$ cat src/rtl/stack_ctrl.sv
// stack_ctrl: command sequencer for the push/pop side of a LIFO stack.
//
// Accepts push/pop requests over a valid/ready handshake. It issues a single
// registered strobe to the stack, waits for the stack's registered pop data,
// and returns one response per request. Rejected requests (push when full,
// pop when empty) return rsp_err = 1 and rsp_data = 0. No strobe is issued
// for them.
//
// Optional feature: define STACK_CTRL_STATS_EN to add the saturating
// statistics counters push_cnt, pop_cnt and err_cnt.
//
// Ports:
//   clk, rstn                    clock, async active-low reset
//   req_valid/req_ready          request handshake
//   req_op, req_data             0 = push, 1 = pop; data used only for push
//   rsp_valid/rsp_ready          response handshake
//   rsp_data, rsp_err            popped data or push echo; rejection flag
//   stk_push, stk_pop, stk_din   one-cycle strobes and data to the stack
//   stk_dout, stk_full, stk_empty  stack registered data and status
//   level                        shadow occupancy, saturating at 0 and DEPTH
//   push_cnt, pop_cnt, err_cnt   statistics (STACK_CTRL_STATS_EN only)
//
// The stack must share rstn so that both sides restart empty.
//
// state | meaning
// IDLE  | ready for a request; full/empty sampled on accept
// ISSUE | strobe to the stack is high for this one cycle
// WAIT  | stack output now holds the popped value; capture it
// RESP  | response valid, held until rsp_ready

module stack_ctrl #(
  parameter int WIDTH = 4,
  parameter int DEPTH = 5,
  parameter int CNT_W = 8,
  localparam int LW   = $clog2(DEPTH + 1)
) (
  input  logic             clk,
  input  logic             rstn,
  input  logic             req_valid,
  output logic             req_ready,
  input  logic             req_op,
  input  logic [WIDTH-1:0] req_data,
  output logic             rsp_valid,
  input  logic             rsp_ready,
  output logic [WIDTH-1:0] rsp_data,
  output logic             rsp_err,
  output logic             stk_push,
  output logic             stk_pop,
  output logic [WIDTH-1:0] stk_din,
  input  logic [WIDTH-1:0] stk_dout,
  input  logic             stk_full,
  input  logic             stk_empty,
  output logic [LW-1:0]    level
`ifdef STACK_CTRL_STATS_EN
  ,
  output logic [CNT_W-1:0] push_cnt,
  output logic [CNT_W-1:0] pop_cnt,
  output logic [CNT_W-1:0] err_cnt
`endif
);

  typedef enum logic [1:0] {
    IDLE  = 2'd0,
    ISSUE = 2'd1,
    WAIT  = 2'd2,
    RESP  = 2'd3
  } state_t;

  localparam logic [LW-1:0] LVL_MAX = LW'(DEPTH);

  state_t state;
  logic   op_q;
  logic   accept_ok;

  assign req_ready = (state == IDLE);

  // Decided from the live stack status, not from level.
  assign accept_ok = req_op ? !stk_empty : !stk_full;

  always_ff @(posedge clk or negedge rstn) begin
    if (!rstn) begin
      state     <= IDLE;
      op_q      <= 1'b0;
      stk_push  <= 1'b0;
      stk_pop   <= 1'b0;
      stk_din   <= '0;
      rsp_valid <= 1'b0;
      rsp_data  <= '0;
      rsp_err   <= 1'b0;
      level     <= '0;
    end else begin
      // Strobes last exactly one cycle.
      stk_push <= 1'b0;
      stk_pop  <= 1'b0;
      case (state)
        IDLE: begin
          if (req_valid) begin
            op_q    <= req_op;
            stk_din <= req_data;
            if (accept_ok) begin
              stk_push <= !req_op;
              stk_pop  <= req_op;
              state    <= ISSUE;
            end else begin
              rsp_valid <= 1'b1;
              rsp_err   <= 1'b1;
              rsp_data  <= '0;
              state     <= RESP;
            end
          end
        end
        ISSUE: begin
          if (!op_q) begin
            if (level != LVL_MAX) level <= level + 1'b1;
            rsp_data  <= stk_din;
            rsp_err   <= 1'b0;
            rsp_valid <= 1'b1;
            state     <= RESP;
          end else begin
            if (level != '0) level <= level - 1'b1;
            state <= WAIT;
          end
        end
        WAIT: begin
          // The stack registered the popped entry on the ISSUE edge.
          rsp_data  <= stk_dout;
          rsp_err   <= 1'b0;
          rsp_valid <= 1'b1;
          state     <= RESP;
        end
        RESP: begin
          if (rsp_ready) begin
            rsp_valid <= 1'b0;
            state     <= IDLE;
          end
        end
        default: state <= IDLE;
      endcase
    end
  end

`ifdef STACK_CTRL_STATS_EN
  localparam logic [CNT_W-1:0] CNT_MAX = '1;

  always_ff @(posedge clk or negedge rstn) begin
    if (!rstn) begin
      push_cnt <= '0;
      pop_cnt  <= '0;
      err_cnt  <= '0;
    end else begin
      if (stk_push && push_cnt != CNT_MAX) push_cnt <= push_cnt + 1'b1;
      if (stk_pop && pop_cnt != CNT_MAX)   pop_cnt  <= pop_cnt + 1'b1;
      if (state == IDLE && req_valid && !accept_ok && err_cnt != CNT_MAX)
        err_cnt <= err_cnt + 1'b1;
    end
  end
`endif

endmodule
$ cat config.mk
export PLATFORM = sky130hd
export DESIGN_NAME = stack_ctrl
export DESIGN_NICKNAME = d
export VERILOG_FILES = /design/src/rtl/stack_ctrl.sv
export SDC_FILE = /design/constraint.sdc
export NUM_CORES = 1
export LEC_CHECK = 0
export BUFFER_PORTS_ARGS = -buffer_cell sky130_fd_sc_hd__buf_2
export CORE_UTILIZATION = 53
export CTS_CLUSTER_DIAMETER = 100
export DETAILED_ROUTE_END_ITERATION = 6
export PLACE_DENSITY = 0.85
export SYNTH_ARGS = -nofsm -noshare
export SYNTH_HDL_FRONTEND = slang
export SYNTH_SLANG_ARGS = --single-unit
$ cat constraint.sdc
create_clock -name clk -period 3.2 [get_ports clk]
set_clock_uncertainty 0.2 [all_clocks]
set_input_delay 0.32 -clock clk [delete_from_list [all_inputs] [get_ports clk]]
set_output_delay 0.32 -clock clk [all_outputs]
set_load 0.05 [all_outputs]
==> metrics.md <==
| Metric | Value |
|---|---|
| Pin count of the biggest net entering global routing | `19` |
| Grt ovf | `0` |
| PwrDens | `1171 mW/mm^2` |
| Largest family of logic cells by synthesized area | `compound AO/OA/AOI/OAI gates` |
| Largest fanout on the critical path | `12` |
| Synth Area in Simple Gates | `13.51%` |
| Row Count | `15` |
| Post-DP HPWL | `1415 um` |
| Setup_tns | `0 ns` |
| Slowest stage cell on the critical path | `dfrtp_1` |
| Final nets | `146` |
| Cell Chain, Critical Path | `inv_1 > ha_1 > a22o_2 > nor3_4 > mux2_2` |
| Ys Warns | `0` |
| First-pass DRT Iterations | `4` |
| Bufs on Longest Clock Path | `2` |
| Area Overhead vs Synth | `25.10%` |
| Final worst path period need | `2.116 ns` |
| CTS Buf Count | `3` |
| Multiplexer area fraction after synthesis | `between 10% and 20%` |
| Chip Width | `44.83 um` |
| Clk_lat worst skew | `between 0.2 and 0.3 ns` |
| XOR/XNOR Fraction of Synth Area | `0%` |
| Dpl cells | `141` |
| Core area | `0.001727 mm^2` |
| Startpoint Class | `register` |
| Slowest Stage Delay on Critical Path | `approximately 0.42 ns` |
| Cells after Synth | `87` |
| DIE HEIGHT | `44.83 um` |
| Top delay family on crit path | `flip-flops` |
| IO Port Bufs | `30` |
| H-Tree Level Count | `1` |
| CTS tree | `done` |
| Vias | `~760` |
| DIE AREA | `0.002010 mm^2` |
| Initial drt markers | `31` |
| Layout cells sized above 1 | `36.59%` |
| Met3 usage | `7.600%` |
| Post-CTS Setup Bufs | `0` |
| RSZ-0062 raised after global routing | `false` |
| Vias per Instance | `5.122` |
| Total wire length | `1849 um` |
| Worst path bufs/invs | `1` |
| Pleak | `0.6105 nW` |
| Post-Syn Area | `approximately 970 um^2` |
| Per-cell routed wire length | `between 10 and 15 um` |
| M1 GR Usage | `between 20% and 30%` |
| Num Clock Sinks | `18` |
| Mapped Nets | `roughly 110` |
| Crit share post-route | `66.13%` |
| Yosys cell types | `26` |
| Adder-cell share of the synthesized area | `9.781%` |
| DRC Markers | `0` |
| Clock slew at reported path FFs | `roughly 0.1 ns` |
| Worst hold path type | `in2reg` |
| Outcome | `finished, final reports clean` |
| Final Max Slew Viols | `0` |
| Reg2Reg Depth | `5` |
| Total GRT Usage | `around a fifth` |
| Worst Hold Depth | `2` |
| Max_cap viols | `0` |
| Slew HR | `73.48%` |
| Initial antenna violation count | `0` |
| Worst setup margin | `approximately 1.1 ns` |
| Met2 Resource Use GR | `32.06%` |
| Smallest hold slack | `0.04046 ns` |
| CP Data Required Time | `3.18 ns` |
| Most Crowded Layer GR | `met2` |
| Worst vdd ir | `about 0.73 mV` |
| Crit. End Element | `register` |
| First-pass GRT wire length | `2953 um` |
| F_max | `~470 MHz` |
| Synth Register Bits | `18` |
| CP Depth | `5` |
| Worst Tran Pin Value | `0.3978 ns` |
| Post-Place Worst Slack | `1.082 ns` |
| Compound-cell area share of the yosys netlist | `14.41%` |
| Antenna cells | `0` |
| Vias in the first global route | `670` |
| Final Wtd Congestion | `0.7771` |
| Antenna Nets Post-Route | `0` |
| Initial Util | `56.30%` |
| Sequential element share of the synthesized area | `46.33%` |
| Final Hold Fails | `0` |
| Critical path arrival | `2.10 ns` |
| Clock root buffer | `clkbuf_4` |
| CP Class | `reg2reg` |
| Ports | `31` |
| Fin cells | `about 150` |
| Setup violators final | `0` |
| Avg Cell Area, Syn | `~11 um^2` |
-- power by group --
group / internal [mW] / switching, mW / leakage, nW
clock network: 0.0693 / 0.0650 / 0.0210
registers: 0.321 / 0.0902 / 0.223
logic: 0.322 / 0.557 / 0.366
-- cells by family (layout without fill, tap and decap cells) --
kind of cell / after synthesis / count (layout)
AOI/OAI and AO/OA: 21 / 21
adders and majority gates: 7 / 7
buffers and inverters: 9 / 45
DFF: 18 / 18
muxes: 11 / 11
and+or+nand+nor: 21 / 21
-- timing repair --
item                      in CTS  in global routing
hold endpoints to repair      20                  0
hold buffers                   3                  0
resized for setup              0                  0
-- sequential cells by signal, indices dropped and copies added, names as in the netlist --
| name | count |
|---|---|
| state | 2 |
| op_q | 1 |
| rsp_err | 1 |
| rsp_valid | 1 |
| stk_din | 4 |
| stk_push | 1 |
| level | 3 |
| rsp_data | 4 |
| stk_pop | 1 |
-- layer usage --
metal	part of all wire (%)	up-vias	routed length (um)
li1	-	379	-
met1	48	358	884
met2	47	19	866
met3	4.9	2	91
met4	0.38	0	7
met5	0	-	0
-- path summary, 6_finish.rpt --
check,startpoint,endpoint,slack [ns]
min in group asynchronous,rstn,level[0]$_DFFE_PN0P_,0.27
max in group asynchronous,rstn,level[2]$_DFFE_PN0P_,2.25
max reg2reg,state[1]$_DFFE_PN0P_,rsp_data[0]$_DFFE_PN0P_,1.08
min reg2reg,rsp_valid$_DFFE_PN0P_,rsp_valid$_DFFE_PN0P_,0.29
min,req_op,stk_push$_DFF_PN0_,0.04
max,state[1]$_DFFE_PN0P_,rsp_data[0]$_DFFE_PN0P_,1.08
-- metrics by stage --
step | total power, mW | utilization, % | area (um^2)
6_report | 1.424 | 70.43 | 1216
5_1_grt | 1.530 | 70.43 | 1216
4_1_cts | 1.431 | 70.43 | 1216
3_5_place_dp | 1.290 | 66.59 | 1150
3_3_place_gp | 1.258 | 66.59 | 1150
2_1_floorplan | 1.103 | - | 972.2
-- Yosys cell counts --
| cell type | count | area share [%] |
|---|---|---|
| nor2_1 | 1 | 0.39 |
| dfrtp_1 | 18 | 46 |
| nor3b_1 | 3 | 2.3 |
| nand3_1 | 1 | 0.51 |
| nor3_1 | 2 | 1.0 |
| mux2_2 | 9 | 10 |
| and2_1 | 1 | 0.64 |
| a311o_1 | 1 | 1.0 |
| nor3_4 | 1 | 1.7 |
| nor2b_1 | 8 | 5.1 |
| nand2_1 | 3 | 1.2 |
| a22o_2 | 1 | 1.0 |
| a21o_1 | 1 | 0.77 |
| o211ai_1 | 2 | 1.5 |
| nand2b_1 | 1 | 0.64 |
| a21oi_1 | 6 | 3.1 |
| inv_1 | 8 | 3.1 |
| o22ai_1 | 1 | 0.64 |
| o21ai_0 | 3 | 1.5 |
| a32oi_1 | 1 | 0.90 |
| a22oi_1 | 4 | 3.1 |
| fa_1 | 1 | 2.1 |
| ha_1 | 6 | 7.7 |
| clkbuf_1 | 1 | 0.39 |
| o31ai_1 | 1 | 0.77 |
| mux2i_1 | 2 | 2.1 |
-- cell usage in the layout, fill, tap and decap left out, types with 2 or more instances in the layout --
master         netlist  layout
buf_2                0      30
dfrtp_1             18      18
mux2_2               9       9
inv_1                8       8
nor2b_1              8       8
a21oi_1              6       6
ha_1                 6       6
a22oi_1              4       4
nand2_1              3       3
nor3b_1              3       3
o21ai_0              3       3
clkbuf_4             0       3
dlygate4sd3_1        0       3
nor3_1               2       2
mux2i_1              2       2
o211ai_1             2       2
-- layout make-up --
cell class | count | area [um^2]
multi-input combinational | 60 | 488.0
tap | 25 | 31.28
sequential | 18 | 450.4
inverter | 8 | 30.03
clock buffer | 4 | 36.28
timing repair buffer | 33 | 180.2
fill | 145 | 510.5
No activity file was read; power rests on OpenSTA's default activity.
